<file path="src/rtl/mig_tt_sweeper_if.sv">
// Control, program and truth-table stream signals of the MIG truth-table sweeper.
// The master side programs gates and consumes the stream; the slave side is the sweeper.
interface mig_tt_sweeper_if #(
    parameter int unsigned N_IN      = 7,
    parameter int unsigned MAX_GATES = 16
);
    localparam int unsigned SEL_W  = $clog2(1 + N_IN + MAX_GATES);
    localparam int unsigned PROG_W = 3 * (SEL_W + 1);
    localparam int unsigned ADDR_W = $clog2(MAX_GATES);
    localparam int unsigned NG_W   = $clog2(MAX_GATES + 1);

    logic              prog_we;
    logic [ADDR_W-1:0] prog_addr;
    logic [PROG_W-1:0] prog_data;
    logic [NG_W-1:0]   num_gates;
    logic [SEL_W-1:0]  out_sel;
    logic              out_inv;
    logic              start;
    logic              busy;
    logic              done;
    logic              tt_valid;
    logic              tt_ready;
    logic              tt_bit;
    logic [N_IN-1:0]   tt_index;

    modport master (
        output prog_we, prog_addr, prog_data, num_gates, out_sel, out_inv, start, tt_ready,
        input  busy, done, tt_valid, tt_bit, tt_index
    );

    modport slave (
        input  prog_we, prog_addr, prog_data, num_gates, out_sel, out_inv, start, tt_ready,
        output busy, done, tt_valid, tt_bit, tt_index
    );
endinterface

</file>
<file path="src/rtl/mig_tt_sweeper.sv">
// Programmable majority-inverter-graph evaluator. For every input pattern p the gate list is
// evaluated one gate per cycle, then the selected operand is streamed out as one truth-table bit.
module mig_tt_sweeper #(
    parameter int unsigned N_IN      = 7,
    parameter int unsigned MAX_GATES = 16
) (
    input logic             clk,
    input logic             rst,
    mig_tt_sweeper_if.slave sweep_io
);
    localparam int unsigned SEL_W  = $clog2(1 + N_IN + MAX_GATES);
    localparam int unsigned LIM_W  = SEL_W + 1;
    localparam int unsigned ENT_W  = SEL_W + 1;
    localparam int unsigned PROG_W = 3 * ENT_W;
    localparam int unsigned ADDR_W = $clog2(MAX_GATES);
    localparam int unsigned NG_W   = $clog2(MAX_GATES + 1);
    localparam int unsigned SPAN   = 2 ** SEL_W;

    typedef enum logic [1:0] {StIdle, StEval, StEmit, StFin} state_e;

    state_e              state_q, state_d;
    logic [PROG_W-1:0]   prog_q [MAX_GATES];
    logic [MAX_GATES-1:0] w_q;
    logic [N_IN-1:0]     p_q;
    logic [ADDR_W-1:0]   k_q;
    logic [NG_W-1:0]     ng_q;
    logic [SEL_W-1:0]    osel_q;
    logic                oinv_q;

    logic [SPAN-1:0]     src;
    logic [LIM_W-1:0]    lim;
    logic [NG_W-1:0]     ng_sat;
    logic [PROG_W-1:0]   entry;
    logic                op_a, op_b, op_c;
    logic                gate_val, emit_bit, last_gate, last_pat;

    // Selector decode: sel above N_IN+num_gates (or past the source vector) reads 0.
    function automatic logic operand(input logic [ENT_W-1:0] f, input logic [SPAN-1:0] s,
                                     input logic [LIM_W-1:0] l);
        logic [SEL_W-1:0] sel;
        logic             raw;
        sel = f[SEL_W-1:0];
        raw = (LIM_W'(sel) <= l) ? s[sel] : 1'b0;
        return raw ^ f[ENT_W-1];
    endfunction

    // Operand sources {gates, inputs, const 0} plus gate evaluation and output bit
    always_comb begin
        src                          = '0;
        src[N_IN:1]                  = p_q;
        src[N_IN+MAX_GATES:N_IN+1]   = w_q;
        lim       = LIM_W'(N_IN) + LIM_W'(ng_q);
        ng_sat    = (sweep_io.num_gates > NG_W'(MAX_GATES)) ? NG_W'(MAX_GATES)
                                                             : sweep_io.num_gates;
        entry     = prog_q[k_q];
        op_a      = operand(entry[3*ENT_W-1:2*ENT_W], src, lim);
        op_b      = operand(entry[2*ENT_W-1:ENT_W], src, lim);
        op_c      = operand(entry[ENT_W-1:0], src, lim);
        gate_val  = (op_a & op_b) | (op_a & op_c) | (op_b & op_c);
        emit_bit  = operand({oinv_q, osel_q}, src, lim);
        last_gate = (NG_W'(k_q) + NG_W'(1)) == ng_q;
        last_pat  = &p_q;
    end

    // FSM state register
    always_ff @(posedge clk or posedge rst) begin
        if (rst) begin
            state_q <= StIdle;
        end else begin
            state_q <= state_d;
        end
    end

    // FSM next state; zero-gate sweeps stay in EMIT so each pattern costs one cycle
    always_comb begin
        state_d = state_q;
        unique case (state_q)
            StIdle: begin
                if (sweep_io.start) begin
                    state_d = (ng_sat == '0) ? StEmit : StEval;
                end
            end
            StEval: begin
                if (last_gate) begin
                    state_d = StEmit;
                end
            end
            StEmit: begin
                if (sweep_io.tt_ready) begin
                    if (last_pat) begin
                        state_d = StFin;
                    end else begin
                        state_d = (ng_q == '0) ? StEmit : StEval;
                    end
                end
            end
            StFin: state_d = StIdle;
            default: state_d = StIdle;
        endcase
    end

    // FSM outputs; stream fields are zero outside EMIT
    always_comb begin
        sweep_io.busy     = (state_q != StIdle);
        sweep_io.done     = (state_q == StFin);
        sweep_io.tt_valid = (state_q == StEmit);
        sweep_io.tt_bit   = (state_q == StEmit) & emit_bit;
        sweep_io.tt_index = (state_q == StEmit) ? p_q : '0;
    end

    // Program memory, sweep configuration, pattern/gate counters and gate value registers
    always_ff @(posedge clk or posedge rst) begin
        if (rst) begin
            for (int i = 0; i < MAX_GATES; i++) begin
                prog_q[i] <= '0;
            end
            w_q    <= '0;
            p_q    <= '0;
            k_q    <= '0;
            ng_q   <= '0;
            osel_q <= '0;
            oinv_q <= 1'b0;
        end else begin
            unique case (state_q)
                StIdle: begin
                    if (sweep_io.prog_we) begin
                        prog_q[sweep_io.prog_addr] <= sweep_io.prog_data;
                    end
                    if (sweep_io.start) begin
                        ng_q   <= ng_sat;
                        osel_q <= sweep_io.out_sel;
                        oinv_q <= sweep_io.out_inv;
                        p_q    <= '0;
                        k_q    <= '0;
                        w_q    <= '0;
                    end
                end
                StEval: begin
                    w_q[k_q] <= gate_val;
                    k_q      <= k_q + ADDR_W'(1);
                end
                StEmit: begin
                    // Clearing w per pattern makes forward/self references read 0
                    if (sweep_io.tt_ready && !last_pat) begin
                        p_q <= p_q + N_IN'(1);
                        k_q <= '0;
                        w_q <= '0;
                    end
                end
                default: ;
            endcase
        end
    end
endmodule

</file>
<file path="src/flat_wrapper.sv">
// flat-port wrapper written by rule: the top's interface ports become plain ports
module mig_tt_sweeper_flat 
#(
    parameter int unsigned N_IN      = 7,
    parameter int unsigned MAX_GATES = 16
)
  (clk, rst, sweep_io_prog_we, sweep_io_prog_addr, sweep_io_prog_data, sweep_io_num_gates, sweep_io_out_sel, sweep_io_out_inv, sweep_io_start, sweep_io_tt_ready, sweep_io_busy, sweep_io_done, sweep_io_tt_valid, sweep_io_tt_bit, sweep_io_tt_index);
  mig_tt_sweeper_if #(.N_IN(N_IN), .MAX_GATES(MAX_GATES)) sweep_io_i ();
  input logic clk;
  input logic rst;
  input wire logic [$bits(sweep_io_i.prog_we)-1:0] sweep_io_prog_we;
  input wire logic [$bits(sweep_io_i.prog_addr)-1:0] sweep_io_prog_addr;
  input wire logic [$bits(sweep_io_i.prog_data)-1:0] sweep_io_prog_data;
  input wire logic [$bits(sweep_io_i.num_gates)-1:0] sweep_io_num_gates;
  input wire logic [$bits(sweep_io_i.out_sel)-1:0] sweep_io_out_sel;
  input wire logic [$bits(sweep_io_i.out_inv)-1:0] sweep_io_out_inv;
  input wire logic [$bits(sweep_io_i.start)-1:0] sweep_io_start;
  input wire logic [$bits(sweep_io_i.tt_ready)-1:0] sweep_io_tt_ready;
  output wire logic [$bits(sweep_io_i.busy)-1:0] sweep_io_busy;
  output wire logic [$bits(sweep_io_i.done)-1:0] sweep_io_done;
  output wire logic [$bits(sweep_io_i.tt_valid)-1:0] sweep_io_tt_valid;
  output wire logic [$bits(sweep_io_i.tt_bit)-1:0] sweep_io_tt_bit;
  output wire logic [$bits(sweep_io_i.tt_index)-1:0] sweep_io_tt_index;
  assign sweep_io_i.prog_we = sweep_io_prog_we;
  assign sweep_io_i.prog_addr = sweep_io_prog_addr;
  assign sweep_io_i.prog_data = sweep_io_prog_data;
  assign sweep_io_i.num_gates = sweep_io_num_gates;
  assign sweep_io_i.out_sel = sweep_io_out_sel;
  assign sweep_io_i.out_inv = sweep_io_out_inv;
  assign sweep_io_i.start = sweep_io_start;
  assign sweep_io_i.tt_ready = sweep_io_tt_ready;
  assign sweep_io_busy = sweep_io_i.busy;
  assign sweep_io_done = sweep_io_i.done;
  assign sweep_io_tt_valid = sweep_io_i.tt_valid;
  assign sweep_io_tt_bit = sweep_io_i.tt_bit;
  assign sweep_io_tt_index = sweep_io_i.tt_index;
  mig_tt_sweeper #(.N_IN(N_IN), .MAX_GATES(MAX_GATES)) u_core (.clk(clk), .rst(rst), .sweep_io(sweep_io_i));
endmodule
</file>
<file path="config.mk">
export PLATFORM = sky130hd
export DESIGN_NAME = mig_tt_sweeper_flat
export DESIGN_NICKNAME = d
export VERILOG_FILES = /design/src/rtl/mig_tt_sweeper_if.sv /design/src/rtl/mig_tt_sweeper.sv /design/src/flat_wrapper.sv
export SDC_FILE = /design/constraint.sdc
export NUM_CORES = 1
export LEC_CHECK = 0
export CAP_MARGIN = 20
export CELL_PAD_IN_SITES_DETAIL_PLACEMENT = 1
export CELL_PAD_IN_SITES_GLOBAL_PLACEMENT = 1
export CORE_UTILIZATION = 35
export CTS_CLUSTER_DIAMETER = 30
export DETAILED_ROUTE_END_ITERATION = 6
export GPL_ROUTABILITY_DRIVEN = 0
export HOLD_SLACK_MARGIN = 0.03
export PLACE_DENSITY_LB_ADDON = 0.05
export SLEW_MARGIN = 0
export SYNTH_ARGS = -nofsm -noshare
export SYNTH_HDL_FRONTEND = slang
export SYNTH_SLANG_ARGS = --single-unit
</file>
<file path="constraint.sdc">
create_clock -name clk -period 14.4 [get_ports clk]
set_input_delay 1.44 -clock clk [delete_from_list [all_inputs] [get_ports clk]]
set_output_delay 1.44 -clock clk [all_outputs]
set_load 0.01 [all_outputs]
</file>
# Yosys cells after proc, flatten, opt, wreduce, memory -nomap -nowiden
# Index checks and enable logic that the tools add are counted.
# Widths: inputs -> output; s select.
[word_totals]
reg_bits = 328
latch_bits = 0
mem_bits_rw = 0
mem_bits_ro = 0
out_inout_bits = 11
word_cells = 116
mem_count = 0
[op_classes]
addsub = 4
mul = 0
n_div = 0
magnitude_cmp = 14
eq_ne = 8
n_shift = 0
muxes = 39
n_bitwise = 12
reduce_logical = 16
[ops]
columns = ["cell", "count"]
rows = [
  ["$bwmux 288", 1],
  ["$bmux 18 s4", 1],
  ["$demux 18 s4", 1],
  ["$mux 18", 3],
  ["$pmux 16 s3", 1],
  ["$mux 16", 2],
  ["$le 5x6->1", 4],
  ["$lt 5x6->1 const B", 4],
  ["$mux 7", 3],
  ["$bmux 1 s5", 4],
  ["$bwmux 16", 1],
  ["$pmux 7 s2", 1],
  ["$mux 2", 6],
  ["$pmux 4 s3", 1],
  ["$ge 5x5->1 const B", 2],
  ["$logic_not 5->1", 2],
  ["$not 4->5", 2],
  ["$mux 1", 9],
  ["$reduce_and 3->1", 3],
  ["$mux 4", 2],
  ["$pmux 2 s4", 1],
  ["$add 7x1->7 const B", 1],
  ["$reduce_and 7->1", 1],
  ["$add 3x5->6 const A", 1],
  ["22 further kinds", 36],
]

# Logic depth before layout (Yosys ltp)
# Gate-level depths: netlist of run 1.
[logic_depth]
depth_word = 13
ltp_mapped = 20

# Worst setup path before layout of run 1
# Ideal clock, no wire load.
[synth_timing]
path_kind = "register -> register"
from = "register u_core.k_q[1]"
to = "register u_core.w_q[1]"
setup_ns = 0.130
arrival_ns = 3.759
t_required_ns = 14.270
path_slack_ns = 10.511
stages_incl_launch_ff = 19
n_path_buf = 2
cell_sequence = "dfrtp_1 > buf_6 > mux4_2 > mux2_2 > nand2_1 > and2_2 > inv_1 > ha_1 > nor2b_1 > o21a_1 > o21a_1 > o21a_1 > o221ai_1 > nand3b_1 > a31oi_1 > nor4_4 > a211oi_4 > buf_6 > o31ai_2"
[synth_via]
elab_chain_cells = 13
[synth_lines]
columns = ["item", "line_no", "source"]
rows = [
  ["start: declaration", "mig_tt_sweeper.sv:25", "logic [ADDR_W-1:0] k_q;"],
  ["start signal: assignment", "mig_tt_sweeper.sv:140", "k_q <= k_q + ADDR_W'(1);"],
  ["$not 4->5 (implied by the code)", "mig_tt_sweeper.sv:55", "entry = prog_q[k_q];"],
  ["$bmux 18 s4", "mig_tt_sweeper.sv:55", ""],
  ["$mux 18 (implied by the code) (2 in a row)", "mig_tt_sweeper.sv:55", ""],
  ["$bmux 1 s5", "mig_tt_sweeper.sv:43", "raw = (LIM_W'(sel) <= l) ? s[sel] : 1'b0;"],
  ["$mux 1 (implied by the code)", "mig_tt_sweeper.sv:43", ""],
  ["$mux 1", "mig_tt_sweeper.sv:43", ""],
  ["$xor 1x1->1", "mig_tt_sweeper.sv:44", "return raw ^ f[ENT_W-1];"],
  ["$and 1x1->1", "mig_tt_sweeper.sv:59", "gate_val = (op_a & op_b) | (op_a & op_c) | (op_b & op_c);"],
  ["$or 1x1->1 (2 in a row)", "mig_tt_sweeper.sv:59", ""],
  ["$bwmux 16 (*)", "mig_tt_sweeper.sv:139", "w_q[k_q] <= gate_val;"],
  ["$pmux 16 s3 (*)", "mig_tt_sweeper.sv:124", "unique case (state_q)"],
  ["end signal: indexed assignment", "mig_tt_sweeper.sv:139", ""],
  ["end: declaration", "mig_tt_sweeper.sv:23", "logic [MAX_GATES-1:0] w_q;"],
]
# Mark *: on every way between the ends. The rest lies on a longest branch, timed or not. The select of a mux whose other input is x is not followed.
# A chain may end at the register's enable or synchronous reset.

# Worst setup path after layout of run 1
[layout_timing]
from = "register u_core.k_q[1]"
to = "register u_core.w_q[11]"
# The elaborated chain is that of the path after synthesis.

==> results of run 1 <==
[stage by stage]
stage / hold slack, ns / utilization [%]
6_report: 0.497 / 44.7
2_1_floorplan: 0.466 / -
3_3_place_gp: 0.480 / 37.6
3_5_place_dp: 0.490 / 37.6
4_1_cts: 0.499 / 44.7
5_1_grt: 0.510 / 44.7
[per-layer routing]
| metal | up-vias | share of wire, % |
|---|---|---|
| met5 | - | 0.024 |
| met4 | 2 | 2.6 |
| met3 | 96 | 4.2 |
| met2 | 251 | 49 |
| met1 | 6291 | 44 |
| li1 | 5239 | - |
[synth_stat cells, drive strengths merged (2+ instances only)]
| cell | instances |
|---|---|
| a2111oi | 2 |
| a211oi | 4 |
| a21oi | 30 |
| a22o | 5 |
| a22oi | 19 |
| a31oi | 9 |
| a32oi | 8 |
| and2 | 11 |
| and3 | 2 |
| and4 | 2 |
| buf | 36 |
| clkbuf | 58 |
| clkinv | 3 |
| dfrtp | 328 |
| ha | 27 |
| inv | 26 |
| mux2 | 305 |
| mux2i | 35 |
| mux4 | 72 |
| nand2 | 96 |
| nand2b | 9 |
| nand3 | 38 |
| nand3b | 6 |
| nand4 | 4 |
| nand4b | 2 |
| nor2 | 47 |
| nor2b | 18 |
| nor3 | 15 |
| nor4 | 3 |
| o2111ai | 3 |
| o211a | 2 |
| o211ai | 3 |
| o21a | 8 |
| o21ai | 50 |
| o221ai | 6 |
| o22a | 2 |
| o22ai | 10 |
| o31ai | 20 |
| o32ai | 2 |
| or2 | 2 |
| or3 | 5 |
| xnor2 | 6 |
| xor2 | 8 |
[state kept, by name (all words and copies together) (netlist names)]
register        flops
u_core.p_q          7
u_core.ng_q         5
u_core.w_q         16
u_core.oinv_q       1
u_core.prog_q     288
u_core.k_q          4
u_core.state_q      2
u_core.osel_q       5
[logic make-up (layout without fill, tap and decap cells)]
logic type | after synthesis | after routing | share of synthesized area, %
mux | 412 | 412 | 31.4
flops | 328 | 328 | 47.3
simple gates | 262 | 262 | 7.40
compound gates | 192 | 192 | 7.77
buf+inv | 123 | 284 | 3.46
fa+ha+maj | 27 | 27 | 1.95
xor+xnor | 14 | 14 | 0.707
[power groups by stage]
stage          clock [mW]  sequential [mW]  combinational (mW)
6_report             2.20             1.60                2.02
4_1_cts              2.23             1.60                2.04
2_1_floorplan           0             1.46                1.62
5_1_grt              2.29             1.66                2.20
3_5_place_dp            0             1.61                2.03
3_3_place_gp            0             1.60                1.98
[worst max-delay path, delay by kind of cell, from the launching register on]
kind / cells / cell delay [ns]
buffers and inverters: 2 / 0.88
AOI/OAI and AO/OA: 7 / 2.07
muxes: 2 / 0.93
adders and majority gates: 1 / 0.30
DFF: 1 / 0.93
and+or+nand+nor: 5 / 0.62
[path summary, 6_finish.rpt]
check                                         from  slack (ns)  depth (start not counted)            endpoint
worst max-delay path                 u_core.k_q[1]        8.45                         17      u_core.w_q[11]
worst min-delay path            u_core.prog_q[113]        0.50                          1  u_core.prog_q[113]
worst max register to register       u_core.k_q[1]        8.45                         17      u_core.w_q[11]
worst min register to register  u_core.prog_q[113]        0.50                          1  u_core.prog_q[113]
max in group asynchronous                      rst       10.59                          4       u_core.k_q[1]
min in group asynchronous                      rst        1.40                          2   u_core.prog_q[53]
[area by class of cell]
class	count	share of cell area [%]
multi-input cells	907	39.2
repair buffers	73	3.05
inverters	29	0.532
clock buffers	149	13.4
flip-flops and latches	328	37.6
well taps	664	3.80
clock inverters	33	2.47
==> results.yml, run 1 <==
status:
  status: "completed"
yosys:
  synth_cells: 1358
  ys_ff_latch: 328
  synth_enable_flop_cells: 0
  synth.top_cell.area_share_pct: 47.3
  ys_seq_area_share_pct: 47.3
  ys_async_sr_fraction_pct: 100
  ys_warn_count: 0
  synth_top_cell_by_area: "dfrtp_1"
  synth_flop_cell: "dfrtp_1"
  synth_cell_types: 77
  synth_area_um2: 17300
  synthTopCellsByArea: "dfrtp_1 (47%), mux2_2 (19%), mux4_2 (9.2%)"
  syn_nets: 1423
  synth_area_per_cell_um2: 12.8
grt:
  grt_pass1_wl_um: 84900
  grt_pass1_vias: 13300
  busiest_layer: "met2"
  grt_max_degree: 124
  grt_usage_pct: 22.8
  use_met1_pct: 29.7
  antenna_found_initial: 1
  gr-usage-met2_pct: 37.9
  grt_use_met3_pct: 4.57
  grt-ovfl-total: 0
sta:
  setup_tns_ns: 0
  worstMarginPinSlew_ns: 1.09
  fin_crit_sh_pct: 41.3
  rsz0062_at_grt: "false"
  slew_headroom_pct: 27.4
  drv_slew: 0
  period_minus_slack_ns: 5.95
  fmax_mhz: 168
  finalClockSkew_ns: 0.0348
  layout_setup_ws_ns: 8.45
  hold_viol_final: 0
  final-setup-viol-count: 0
detailed_routing:
  wirelength_um: 55000
  routedWlPerCell_um: 25.2
  drc: 0
  via_count: 11900
  via_per_inst: 5.44
  drtIter0Drc: 602
  ant_nets: 0
  first_pass_iters: 5
pwr:
  p_sw_share_pct: 35.0
  power.net_switching_mw: 2.04
  p_comb_share_pct: 34.7
  peakVddDrop_mv: 0.112
  clkPwrFrac_pct: 37.8
  p_leak_nw: 9.58
  power_density_nw_per_um2: 266
  seq_power_share_pct: 27.6
  finalPower_mw: 5.82
  internal-power_mw: 3.78
setup_path:
  slowest_stage: "dfrtp_4"
  crit_top_cell: "o21a_1"
  path_cells: "buf_4 -> mux4_2 -> mux2_2 -> nand2_1 -> and2_2 -> inv_1 -> ha_1 -> nor2b_1 -> o21a_1 -> o21a_1 -> o21a_1 -> o221ai_1 -> nand3b_1 -> a31oi_1 -> nor4_4 -> a211oi_4 -> o31ai_1"
  crit_type: "reg2reg"
  slowest_delay_ns: 0.93
  crit_required_ns: 14.85
  path_max_fanout: 48
  worstPathArrival_ns: 6.40
  cp-end-kind: "flip-flop"
  crit_path_start_kind: "flip-flop"
placed_design:
  port_buffers: 48
  pre_cts_ws_ns: 8.44
  post-dp-hpwl_um: 33800
  place_inst: 2001
  dpl_cell_area_um2: 18400
floorplanning:
  start_util_pct: 35.4
  die_w_um: 225
  core_um2: 49000
  rows: 81
  ios: 49
  dieArea_um2: 50400
  die_y_um: 225
clocking:
  cts_tree: "yes"
  htree_levels: 3
  clock-sinks: 328
  cts_setup_buffers: 0
  cts-root-buf: "clkbuf_16"
  clkTransAtPathRegs_ns: 0.04
  cts_made_buffers: 99
  clockBufferDepth: 3
  insertion_delay_ns: 0.64
  cts_resized: 0
  hold_buffers: 0
layout:
  diodes: 0
  final_common_cell: "dfrtp_1"
  final_cell_mix: "dfrtp_1 (325), mux2_2 (298), clkbuf_16 (99)"
  regArea_um2: 8220
  syn2layout_area_growth_pct: 26.1
  final_area_um2: 21900
  fillers: 4929
  multi_input_area_um2: 8570
  drive_above_1_share_pct: 39.7
  layout.cells.non_filler: 2183
  nNetsFinal: 1503
run:
  drv_cap: 0
hold_path:
  hold_class: "reg2reg"
Power figures use the tool's default switching activity.
==> inputs of run 2 (changes only) <==
==> constraint.sdc (replaced) <==
create_clock -name clk -period 5 [get_ports clk]
set_input_delay 0.5 -clock clk [delete_from_list [all_inputs] [get_ports clk]]
set_output_delay 0.5 -clock clk [all_outputs]
set_load 0.01 [all_outputs]
==> run 2 against run 1 <==
  * Non-clock buffer count rose by 30
  * Core utilization up 0.087 points
  * Largest cell class unchanged
  * Register-to-register slack got worse by 8.0 ns
  * Critical endpoint is now u_core.w_q[12]
  * Routed wire length grew 2.5%
  * Sequential share of layout area shrank 0.073 points
  * Sequential cell count did not move
==> results.yml, run 2 (synthesized netlist as in run 1, its figures left out) <==
status:
  status: "completed"
clocking:
  cts_tree: "yes"
  clkTransAtPathRegs_ns: 0.04
  clockBufferDepth: 3
  hold_buffers: 0
  insertion_delay_ns: 0.63
  cts-root-buf: "clkbuf_16"
  cts_setup_buffers: 0
  cts_resized: 0
  clock-sinks: 328
  htree_levels: 3
  cts_made_buffers: 96
layout:
  post-route-util_pct: 44.8
  final_cell_mix: "dfrtp_1 (325), mux2_2 (298), clkbuf_16 (98)"
  top_register: "u_core.prog_q"
  final_common_cell: "dfrtp_1"
  fillers: 5036
  diodes: 0
  drive_above_1_share_pct: 40.9
  largest_reg_flops: 288
  nNetsFinal: 1530
  largestRegisters: "u_core.prog_q: 288 flops, u_core.w_q: 16 flops, u_core.p_q: 7 flops"
  syn2layout_area_growth_pct: 26.4
sta:
  setup_tns_ns: 0
  worstMarginPinSlew_ns: 1.01
  finalClockSkew_ns: 0.0374
  hold_viol_final: 0
  drv_slew: 0
  layout_setup_ws_ns: 0.434
  rsz0062_at_grt: "false"
  period_minus_slack_ns: 4.57
  fmax_mhz: 219
  slew_headroom_pct: 32.3
  fin_crit_sh_pct: 91.3
  final-setup-viol-count: 0
  fin_hold_ws_ns: 0.363
setup_path:
  ff2ff_setup_slack_ns: 0.43
  reg2reg_depth: 17
  cp-end-kind: "flip-flop"
  worst-path-buf-inv: 2
  critPathTopFamily: "simple AND/OR/NAND/NOR gates"
  crit_type: "reg2reg"
  crit_required_ns: 5.45
  crit_top_cell: "nor2_1"
  path_cells: "buf_4 -> mux4_2 -> mux2i_4 -> nor2_1 -> nor2_1 -> inv_1 -> ha_1 -> nor2b_1 -> o21a_1 -> o21ai_0 -> a21oi_1 -> nor2_1 -> o221ai_1 -> o22ai_1 -> xor2_1 -> nor2_2 -> o31ai_1"
  worstPathArrival_ns: 5.02
  slowest_stage: "nor2_2"
  slowest_delay_ns: 0.82
  path_max_fanout: 17
  crit_path_start_kind: "flip-flop"
  reg2reg_to: "u_core.w_q[12]"
  r2r_start: "u_core.k_q[1]"
pwr:
  p_sw_share_pct: 35.3
  finalPower_mw: 16.7
  seq_power_share_pct: 27.3
  internal-power_mw: 10.8
  p_comb_share_pct: 37.2
  peakVddDrop_mv: 0.554
  p_leak_nw: 9.65
  clkPwrFrac_pct: 35.6
  power.net_switching_mw: 5.89
  power_density_nw_per_um2: 761
floorplanning:
  core_um2: 49000
  start_util_pct: 35.4
  die_y_um: 225
  dieArea_um2: 50400
  die_w_um: 225
  ios: 49
  rows: 81
hold_path:
  hold_class: "in2async"
grt:
  grt_usage_pct: 23.4
  grt-ovfl-total: 0
  grt_pass1_vias: 13200
  antenna_found_initial: 0
  grt_max_degree: 142
  grt_pass1_wl_um: 87200
detailed_routing:
  drtIter0Drc: 648
  via_per_inst: 5.44
  wirelength_um: 56400
  drc: 0
  ant_nets: 0
  first_pass_iters: 5
  routedWlPerCell_um: 25.5
  via_count: 12000
placed_design:
  port_buffers: 48
  post-dp-hpwl_um: 35100
  pre_cts_ws_ns: 0.333
run:
  drv_cap: 0
-- run 2: changes by cell type in the layout (fill, tap and decap cells not counted), moves of 3 or more --
cell,before,now
clkbuf_8,27,18
clkbuf_1,23,18
buf_12,0,5
clkinv_2,13,27
buf_4,25,50
bufinv_16,9,6
-- run 2: power groups by stage --
stage / combinational, mW / clock [mW] / sequential (mW)
2_1_floorplan: 4.66 / 0 / 4.19
3_3_place_gp: 6.03 / 0 / 4.52
3_5_place_dp: 6.13 / 0 / 4.56
4_1_cts: 6.16 / 6.04 / 4.54
5_1_grt: 6.75 / 6.20 / 4.71
6_report: 6.20 / 5.93 / 4.54
-- run 2: metrics by stage --
stage	instance area [µm²]	instances
global placement	18700	2030
finish	21900	2208
CTS	21900	2207
floorplan	17300	1358
detailed placement	18700	2030
global route	21900	2208
-- run 2: layer usage --
layer | vias up | GRT usage (%) | wire length [µm]
li1 | 5305 | - | -
met1 | 6414 | 31.9 | 26200
met2 | 203 | 37.9 | 27100
met3 | 82 | 4.11 | 1780
met4 | 0 | 7.61 | 1310
met5 | - | 0 | 0
-- run 2: cell type report --
class | count | area (µm²) | share of cell area (%)
well taps | 664 | 831 | 3.79
flip-flops and latches | 328 | 8220 | 37.5
multi-input cells | 907 | 8560 | 39.1
clock inverters | 43 | 472 | 2.15
clock buffers | 134 | 2770 | 12.6
repair buffers | 103 | 956 | 4.36
inverters | 29 | 113 | 0.514
-- run 2: worst max-delay path by stage --
stage	start	end	slack, ns	cells past startpoint
final	u_core.k_q[1]	u_core.w_q[12]	0.43	17
after detailed placement	u_core.k_q[1]	u_core.w_q[11]	0.33	17
after global placement	u_core.k_q[1]	u_core.w_q[13]	0.45	17
after global routing	u_core.k_q[1]	u_core.w_q[15]	0.04	17
after floorplan	rst	u_core.k_q[0]	0.12	1
after CTS	u_core.k_q[1]	u_core.w_q[12]	0.30	17
